===== config.mk =====
export PLATFORM = sky130hd
export DESIGN_NAME = pie_tx_encoder
export DESIGN_NICKNAME = d
export VERILOG_FILES = /design/src/rtl/pie_tx_encoder_pkg.sv /design/src/rtl/pie_tx_encoder_symbol_gen.sv /design/src/rtl/pie_tx_encoder.sv
export SDC_FILE = /design/constraint.sdc
export NUM_CORES = 1
export LEC_CHECK = 0
export BUFFER_PORTS_ARGS = -buffer_cell sky130_fd_sc_hd__buf_2
export CORE_MARGIN = 2
export CORE_UTILIZATION = 25
export CTS_CLUSTER_SIZE = 28
export DETAILED_ROUTE_END_ITERATION = 12
export GPL_ROUTABILITY_DRIVEN = 0
export SYNTH_ARGS = -nofsm -noshare
export SYNTH_HDL_FRONTEND = slang
export SYNTH_SLANG_ARGS = --single-unit

===== constraint.sdc =====
create_clock -name clk_i -period 10.3 [get_ports clk_i]
set_input_delay 1.03 -clock clk_i [delete_from_list [all_inputs] [get_ports clk_i]]
set_output_delay 1.03 -clock clk_i [all_outputs]
set_load 0.005 [all_outputs]

===== src/rtl/pie_tx_encoder_pkg.sv =====
// Shared definitions for the PIE transmit encoder: FSM encoding and symbol unit counts.
package pie_tx_encoder_pkg;

    localparam int PTS_W  = 12;
    localparam int UNIT_W = 3;

    typedef enum logic [2:0] {
        ST_IDLE  = 3'd0,
        ST_DELIM = 3'd1,
        ST_DATA0 = 3'd2,
        ST_RTCAL = 3'd3,
        ST_TRCAL = 3'd4,
        ST_DATA  = 3'd5,
        ST_TAIL  = 3'd6
    } tx_state_e;

    localparam logic [UNIT_W-1:0] SYM_D0    = 3'd1;
    localparam logic [UNIT_W-1:0] SYM_D1    = 3'd2;
    localparam logic [UNIT_W-1:0] SYM_RTCAL = 3'd3;

    function automatic logic [UNIT_W-1:0] data_units(input logic b);
        return b ? SYM_D1 : SYM_D0;
    endfunction

endpackage


===== src/rtl/pie_tx_encoder_symbol_gen.sv =====
// One PIE symbol: length n_units*tari_pts points, high then low for the final pw_pts points.
module pie_symbol_gen
    import pie_tx_encoder_pkg::*;
#(
    parameter int CNT_W = 15
) (
    input  logic              clk_i,
    input  logic              rst_n,
    input  logic              clr_i,
    input  logic              start_i,
    input  logic              run_i,
    input  logic [UNIT_W-1:0] n_units_i,
    input  logic [PTS_W-1:0]  tari_pts_i,
    input  logic [PTS_W-1:0]  pw_pts_i,
    output logic              level_o,
    output logic              sym_end_o
);

    logic [CNT_W-1:0] cnt_q, cnt_d;
    logic [CNT_W-1:0] len_q, len_d;
    logic [CNT_W-1:0] pw_q, pw_d;
    logic             level_q, level_d;

    // level_q is the envelope of the point cnt_d, so the output is registered
    // and the first point of a symbol appears on the cycle after start_i.
    always_comb begin
        cnt_d = cnt_q;
        len_d = len_q;
        pw_d  = pw_q;
        if (start_i) begin
            len_d = CNT_W'(n_units_i) * CNT_W'(tari_pts_i);
            pw_d  = CNT_W'(pw_pts_i);
            cnt_d = '0;
        end else if (run_i) begin
            cnt_d = cnt_q + 1'b1;
        end
        level_d = (start_i || run_i) ? (cnt_d < len_d - pw_d) : 1'b1;
    end

    always_ff @(posedge clk_i) begin
        if (!rst_n || clr_i) begin
            cnt_q   <= '0;
            len_q   <= '0;
            pw_q    <= '0;
            level_q <= 1'b1;
        end else begin
            cnt_q   <= cnt_d;
            len_q   <= len_d;
            pw_q    <= pw_d;
            level_q <= level_d;
        end
    end

    assign level_o   = level_q;
    assign sym_end_o = (cnt_q == len_q - 1'b1);

endmodule


===== src/rtl/pie_tx_encoder.sv =====
// PIE reader-to-tag transmit encoder: delimiter, data-0, RTcal, optional TRcal, data, CW tail.
module pie_tx_encoder
    import pie_tx_encoder_pkg::*;
#(
    parameter int TRCAL_UNITS = 6,
    parameter int TAIL_PTS    = 64,
    parameter int CNT_W       = 15
) (
    input  logic             clk_i,
    input  logic             rst_n,
    input  logic             tx_enable,
    input  logic             frame_start,
    input  logic             preamble_sel,
    input  logic [PTS_W-1:0] tari_pts,
    input  logic [PTS_W-1:0] pw_pts,
    input  logic [PTS_W-1:0] delim_pts,
    input  logic             bit_valid,
    input  logic             bit_data,
    input  logic             bit_last,
    output logic             bit_ready,
    output logic             tx_mod,
    output logic             tx_busy,
    output logic             tx_done,
    output logic             tx_err
);

    tx_state_e        state_q, state_d;
    logic [PTS_W-1:0] tari_q, tari_d, pw_q, pw_d;
    logic             pre_q, pre_d;
    logic             hold_full_q, hold_full_d, hold_data_q, hold_data_d;
    logic             last_taken_q, last_taken_d;
    logic             busy_q, err_q, err_d, done_q, done_d;

    logic              g_start, g_run, g_level, g_end;
    logic [UNIT_W-1:0] g_units;
    logic [PTS_W-1:0]  g_tari, g_pw;
    logic              accept, load, cfg_ok;

    assign bit_ready = busy_q & ~hold_full_q & ~last_taken_q;
    assign accept    = bit_valid & bit_ready;
    assign cfg_ok    = (pw_pts != '0) && (pw_pts < tari_pts) && (delim_pts != '0);

    always_comb begin
        state_d = state_q;
        tari_d  = tari_q;
        pw_d    = pw_q;
        pre_d   = pre_q;
        g_start = 1'b0;
        g_units = SYM_D0;
        g_tari  = tari_q;
        g_pw    = pw_q;
        load    = 1'b0;
        err_d   = 1'b0;
        done_d  = 1'b0;
        case (state_q)
            ST_IDLE: begin
                if (frame_start) begin
                    if (cfg_ok) begin
                        // Delimiter is a one-unit symbol whose low window covers all of it.
                        state_d = ST_DELIM;
                        g_start = 1'b1;
                        g_tari  = delim_pts;
                        g_pw    = delim_pts;
                        tari_d  = tari_pts;
                        pw_d    = pw_pts;
                        pre_d   = preamble_sel;
                    end else begin
                        err_d = 1'b1;
                    end
                end
            end
            ST_DELIM: if (g_end) begin
                state_d = ST_DATA0;
                g_start = 1'b1;
                g_units = SYM_D0;
            end
            ST_DATA0: if (g_end) begin
                state_d = ST_RTCAL;
                g_start = 1'b1;
                g_units = SYM_RTCAL;
            end
            ST_RTCAL, ST_TRCAL, ST_DATA: if (g_end) begin
                g_start = 1'b1;
                if (state_q == ST_RTCAL && pre_q) begin
                    state_d = ST_TRCAL;
                    g_units = UNIT_W'(TRCAL_UNITS);
                end else if (hold_full_q) begin
                    state_d = ST_DATA;
                    load    = 1'b1;
                    g_units = data_units(hold_data_q);
                end else begin
                    // Tail is an all-high symbol; missing data here is an underrun.
                    state_d = ST_TAIL;
                    g_tari  = PTS_W'(TAIL_PTS);
                    g_pw    = '0;
                    err_d   = ~last_taken_q;
                end
            end
            ST_TAIL: if (g_end) begin
                state_d = ST_IDLE;
                done_d  = 1'b1;
            end
            default: state_d = ST_IDLE;
        endcase

        g_run        = (state_d != ST_IDLE);
        hold_full_d  = g_run & (accept | (hold_full_q & ~load));
        hold_data_d  = accept ? bit_data : hold_data_q;
        last_taken_d = g_run & (last_taken_q | (accept & bit_last));
    end

    always_ff @(posedge clk_i) begin
        if (!rst_n || !tx_enable) begin
            state_q      <= ST_IDLE;
            tari_q       <= '0;
            pw_q         <= '0;
            pre_q        <= 1'b0;
            hold_full_q  <= 1'b0;
            hold_data_q  <= 1'b0;
            last_taken_q <= 1'b0;
            busy_q       <= 1'b0;
            err_q        <= 1'b0;
            done_q       <= 1'b0;
        end else begin
            state_q      <= state_d;
            tari_q       <= tari_d;
            pw_q         <= pw_d;
            pre_q        <= pre_d;
            hold_full_q  <= hold_full_d;
            hold_data_q  <= hold_data_d;
            last_taken_q <= last_taken_d;
            busy_q       <= (state_d != ST_IDLE);
            err_q        <= err_d;
            done_q       <= done_d;
        end
    end

    pie_symbol_gen #(.CNT_W(CNT_W)) u_sym (
        .clk_i      (clk_i),
        .rst_n      (rst_n),
        .clr_i      (~tx_enable),
        .start_i    (g_start),
        .run_i      (g_run),
        .n_units_i  (g_units),
        .tari_pts_i (g_tari),
        .pw_pts_i   (g_pw),
        .level_o    (g_level),
        .sym_end_o  (g_end)
    );

    assign tx_mod  = g_level;
    assign tx_busy = busy_q;
    assign tx_done = done_q;
    assign tx_err  = err_q;

endmodule


After elaboration in Yosys (flattened, before gate mapping):

Cells that the tools add are included.

* register bits: 80
* bits of input ports: 44
* output and inout port bits: 5
* word-level logic and storage cells: 104

* $add $sub $neg: 3
* multiply operators: 1
* order comparisons: 2
* equal/unequal tests: 7
* muxes and demuxes: 45
* bitwise logic cells: 15
* reductions and logical operators: 17

Operators with widths (number)
* 12-bit two-way mux: 10
* 15-bit two-way mux: 4
* 12-bit one-hot mux with 2 select lines: 2
* 3-bit two-way mux: 8
* 12-bit nonzero test: 2
* 15-bit by 1-bit adder with 15-bit output, second input constant: 1
* 15-bit == test: 1
* 15-bit < comparator: 1
* 3-bit by 12-bit multiplier with 15-bit output: 1
* 3-bit one-hot mux with 5 select lines: 1
* 15-bit by 1-bit subtractor with 15-bit output, second input constant: 1
* 15-bit subtractor: 1
* 12-bit < comparator: 1
* 1-bit two-way mux: 12
* 2-bit two-way mux: 5
* 3-bit == test, second input constant: 3
* 1-bit bitwise AND: 7
* 3-bit by 2-bit == test with 1-bit output, second input constant: 2
* 1-bit NOT: 6
* 3-bit one-hot mux with 2 select lines: 1
* 5-bit OR reduction: 1
* 1-bit one-hot mux with 2 select lines: 2
* 2-bit OR reduction: 2
* 3-bit by 1-bit == test with 1-bit output, second input constant: 1
* other kinds (8): 14

Logic depth before layout (Yosys ltp):

* depth in word-level cells: 10
* mapped depth: 38
* mapped depth without buffers: 36

Hierarchy:

Synthesis repeated with hierarchy kept, for this count alone.

* cells, all modules: 829
* area total of the unflattened synthesis: 6632.6 um2

By module, submodules not included
* pie_symbol_gen: times used 1, cells an instance 533, area each 4299.1 um2, sequential area each 920.9 um2
* pie_tx_encoder: times used 1, cells an instance 296, area each 2333.5 um2, sequential area each 680.7 um2

Worst setup path after synthesis:

No wires, ideal clock.

* kind: in2reg
* start: input port tari_pts[9]
* end: register u_sym.level_q (netlist: u_sym.level_o)
* setup time: 117 ps
* arrival time: 8260 ps
* required time: 10183 ps
* slack: 1923 ps
* stages: 36
* path buffers: 3
* path through: inv_1 -> ha_1 -> and4_1 -> a21oi_1 -> o211ai_1 -> a311oi_1 -> and4_1 -> clkbuf_1 -> buf_1 -> clkbuf_1 -> a22o_1 -> o21ai_0 -> fa_1 -> inv_1 -> fa_1 -> a21o_1 -> a21oi_1 -> nor2b_1 -> o31ai_1 -> nand2b_1 -> a21oi_1 -> xnor2_1 -> nor2_1 -> nor2_1 -> ha_1 -> nand3_1 -> o2111ai_1 -> maj3_1 -> nor2_1 -> a31oi_2 -> mux2i_1 -> a2111o_1 -> ha_1 -> nand4_1 -> or3_1 -> o22a_1

* word-level cells in the longest chain between the ends: 10
* elaborated cells on any way between the ends: 26
* those cells by class: add/sub (1); mul (1); order compare (2); mux (16); bitwise (1); reduce/logical (5)

Ends and longest elaborated chain
* from (decl): RTL line pie_tx_encoder.sv:14 `input logic [PTS_W-1:0] tari_pts,`
* 12-bit < comparator (*): RTL line pie_tx_encoder.sv:41 `assign cfg_ok = (pw_pts != '0) && (pw_pts < tari_pts) && (delim_pts != '0);`
* 1-bit logical AND (*) (2 in series): RTL line pie_tx_encoder.sv:41
* 12-bit two-way mux: RTL line pie_tx_encoder.sv:58 `if (cfg_ok) begin`
* 12-bit two-way mux: RTL line pie_tx_encoder.sv:57 `if (frame_start) begin`
* 12-bit one-hot mux with 2 select lines: RTL line pie_tx_encoder.sv:55 `case (state_q)`
* 3-bit by 12-bit multiplier with 15-bit output: RTL line pie_tx_encoder_symbol_gen.sv:31 `len_d = CNT_W'(n_units_i) * CNT_W'(tari_pts_i);`
* 15-bit two-way mux (*): RTL line pie_tx_encoder_symbol_gen.sv:30 `if (start_i) begin`
* net u_sym.len_d[10]: RTL line pie_tx_encoder_symbol_gen.sv:20 `logic [CNT_W-1:0] len_q, len_d;`
* 15-bit subtractor (*): RTL line pie_tx_encoder_symbol_gen.sv:37 `level_d = (start_i || run_i) ? (cnt_d < len_d - pw_d) : 1'b1;`
* 15-bit < comparator (*): RTL line pie_tx_encoder_symbol_gen.sv:37
* to (signal assigned): RTL line pie_tx_encoder_symbol_gen.sv:50 `level_q <= level_d;`
* to (decl): RTL line pie_tx_encoder_symbol_gen.sv:22 `logic level_q, level_d;`

Mark *: on every way through the listed nets, which the timed path passes. The rest lies on a longest branch.
A chain may end at the register's enable or synchronous reset.

Final worst setup path:

Ends and elaborated chain as after synthesis.

==> metrics.txt <==
CP Max Fanout 28; GR Overflow Total 0; most used cell, CP ha_1; Cell variety after synth around 70; Flop pwr share 0.343; most common cell in the netlist nor2_1; Peak Freq approximately 0.11 GHz; Setup Total Neg Slack 0 ns; hold_buf cts 0; simple-gate share of the synthesized area 0.252; critical path type in -> reg; Post-Synth XOR/XNOR Area 0.0691; DRT Pass-1 Iters 5; initial core utilization 0.253; final worst-path cycle share 0.851; Hold/Removal Path Class reg -> reg; synth warn 0; # clock sinks 80; Placed Area 0.00692 mm²; Synth Instances 796; Lkg Pwr 3.13 nW; adder-cell area share of the yosys netlist 0.146; area share of the largest cell type after synthesis 0.253; synthesis-to-layout area growth 14.1%; row count 58; Startpoint Class input port; antenna viol nets, final 0; status finished clean; Slew Limit Fails 0; TritonCTS buffer count 9; Commonest cells post-synth nor2_1 (110), dfxtp_1 (80), nand2_1 (69); first-pass GRT wire length 27.8 mm; PostCTS Resize Cnt 0; Synth Area in Compound Gates 0.185; design area 0.00724 mm²; drt initial violations between 300 and 400; slowest stage delay, CP 0.75 ns; Reg-to-Reg Start u_sym.len_q[0]; max cap viols 0; total power roughly 940 µW; die area around 0.027 mm²; combinational family with the most area after synthesis simple AND/OR/NAND/NOR gates; DRC 0; Via density around 4.8; CP required ~11 ns; final wirelength between 15 and 20 mm; Mapped Area around 0.0063 mm²; Worst EP arrival approximately 9 ns; Ant. Diodes 0; Period minus WS final 8.76 ns; clock power share 0.376; mux contribution to synthesized area 0.0464; final setup vio count 0; flops & latches, synth 80; FFs w/ async S/R, synth 0; syn nets 906; Seq/Total Area, Yosys 0.253; syn_area_per_cell 7.97 µm²; Post-synth EDFFs 0; DP HPWL 13.4 mm; CP Launch Point tari_pts[9]; Worst Tran Pin Value 0.818 ns; share of layout cells above drive strength 1 0.115; CTS tree yes; Root Buffer Master clkbuf_16; final hold vios 0; number of global-route vias before repair about 5300; DR WL/cell 14.9 µm; Hold Slack 0.452 ns; largest net degree at the start of global routing 59; clk slew on worst S/H paths 0.06 ns; Switching Share 0.309; max_slew headroom 0.455; Max Root-Sink Buffers 2; clock skew 0.00695 ns; Vias around 5600; Synth area leader dfxtp_1; CP endpoint kind register; core area 0.0250 mm²; RSZ-0062 raised after global routing false; port buffer count 48; Power Dens Cells 130 mW/mm²; Total Routing Usage GR 0.133; IO Count 49; switching pwr 292 µW; Combinational Power Share 0.280; Nets 940; internal power between 600 and 700 µW; hold_sp u_sym.pw_q[12]; slowest stage cell on the critical path and4_2; Worst-Skew Late Latency 0.35 ns; ys flop type dfxtp_1; synth top area cells dfxtp_1 (25%), ha_1 (11%), nor2_1 (6.5%); Die Y 163 µm; Die X 163 µm; antenna violations before repair 0; IR Drop Worst-Case VDD 0.0802 mV; H-Tree Depth 3; Setup Buffers After CTS 0
[per-layer routing]
| metal | global-route usage | vias up | wire length, µm |
|---|---|---|---|
| met1 | 0.178 | 2640 | 8280 |
| met4 | 0.0471 | 0 | 406 |
| met2 | 0.219 | 99 | 8030 |
| met3 | 0.0180 | 18 | 647 |
| li1 | - | 2879 | - |
| met5 | 0 | - | 0 |
[flip-flops by register name, indices dropped and copies added, names as in the netlist]
signal and count:
hold_data_q 1, hold_full_q 1, last_taken_q 1, pre_q 1
pw_q 12, state_q 3, tari_q 12, tx_busy 1
tx_done 1, tx_err 1, u_sym.cnt_q 15, u_sym.len_q 15
u_sym.level_o 1, u_sym.pw_q 15
[worst max-delay path, delay by kind of cell]
kind	cells	cell delay, ns
buffers and inverters	2	0.13
AND/OR/NAND/NOR	12	2.40
adder cells (fa/ha/maj)	6	1.98
AO/OA/AOI/OAI	13	3.43
[cells in the final DEF, fill, tap and decap left out, drive strengths merged, types with 4 or more instances in the layout]
cell type and instances:
fa 12, inv 46, a21o 11, or4 5, o211ai 7, mux2i 29
o21a 6, nand3 13, nor4 15, nand4 5, or2 10, and2 11
dfxtp 80, a31oi 9, a22o 8, a21oi 43, xor2 23, xnor2 27
or3 10, a221o 10, nand2b 19, clkbuf 12, nand2 69, and4 4
o21ai 42, a211oi 6, buf 55, nor2 111, and3 9, nor3 22
ha 54, nor2b 11
[kinds of logic (layout without fill, tap and decap cells)]
family / count (synthesis) / count (layout)
DFF: 80 / 80
adders and majority gates: 67 / 67
buffers and inverters: 78 / 116
and+or+nand+nor: 321 / 321
xor gates and xnor gates: 50 / 50
AOI/OAI and AO/OA: 171 / 171
muxes: 29 / 29
[per-stage QoR]
step	utilization	setup WS, ns	std cells
detailed placement	0.276	1.24	1149
CTS	0.289	1.62	1164
global placement	0.276	1.59	1149
finish	0.289	1.54	1164
floorplan	-	1.92	796
global route	0.289	0.984	1164
[power by group through the flow]
stage,registers (mW),logic (mW),clock network [mW]
2_1_floorplan,0.328,0.198,0
3_3_place_gp,0.330,0.259,0
3_5_place_dp,0.330,0.262,0
4_1_cts,0.324,0.265,0.362
5_1_grt,0.325,0.294,0.374
6_report,0.324,0.264,0.355
[final timing paths]
path	end	slack, ns	cells after the start
setup reg to reg	u_sym.level_o	1.72	32
hold reg to reg	u_sym.pw_q[12]	0.45	2
setup / recovery	u_sym.level_o	1.54	33
hold / removal	u_sym.pw_q[12]	0.45	2
[final cells by class]
cell class	instances	area [µm²]
inverter	46	173
multi-input combinational	638	4440
clock inverter	3	65.1
fill	2697	17800
clock buffer	12	256
tap	330	413
sequential	80	1600
timing repair buffer	55	293
(Power assumes the default switching activity.)
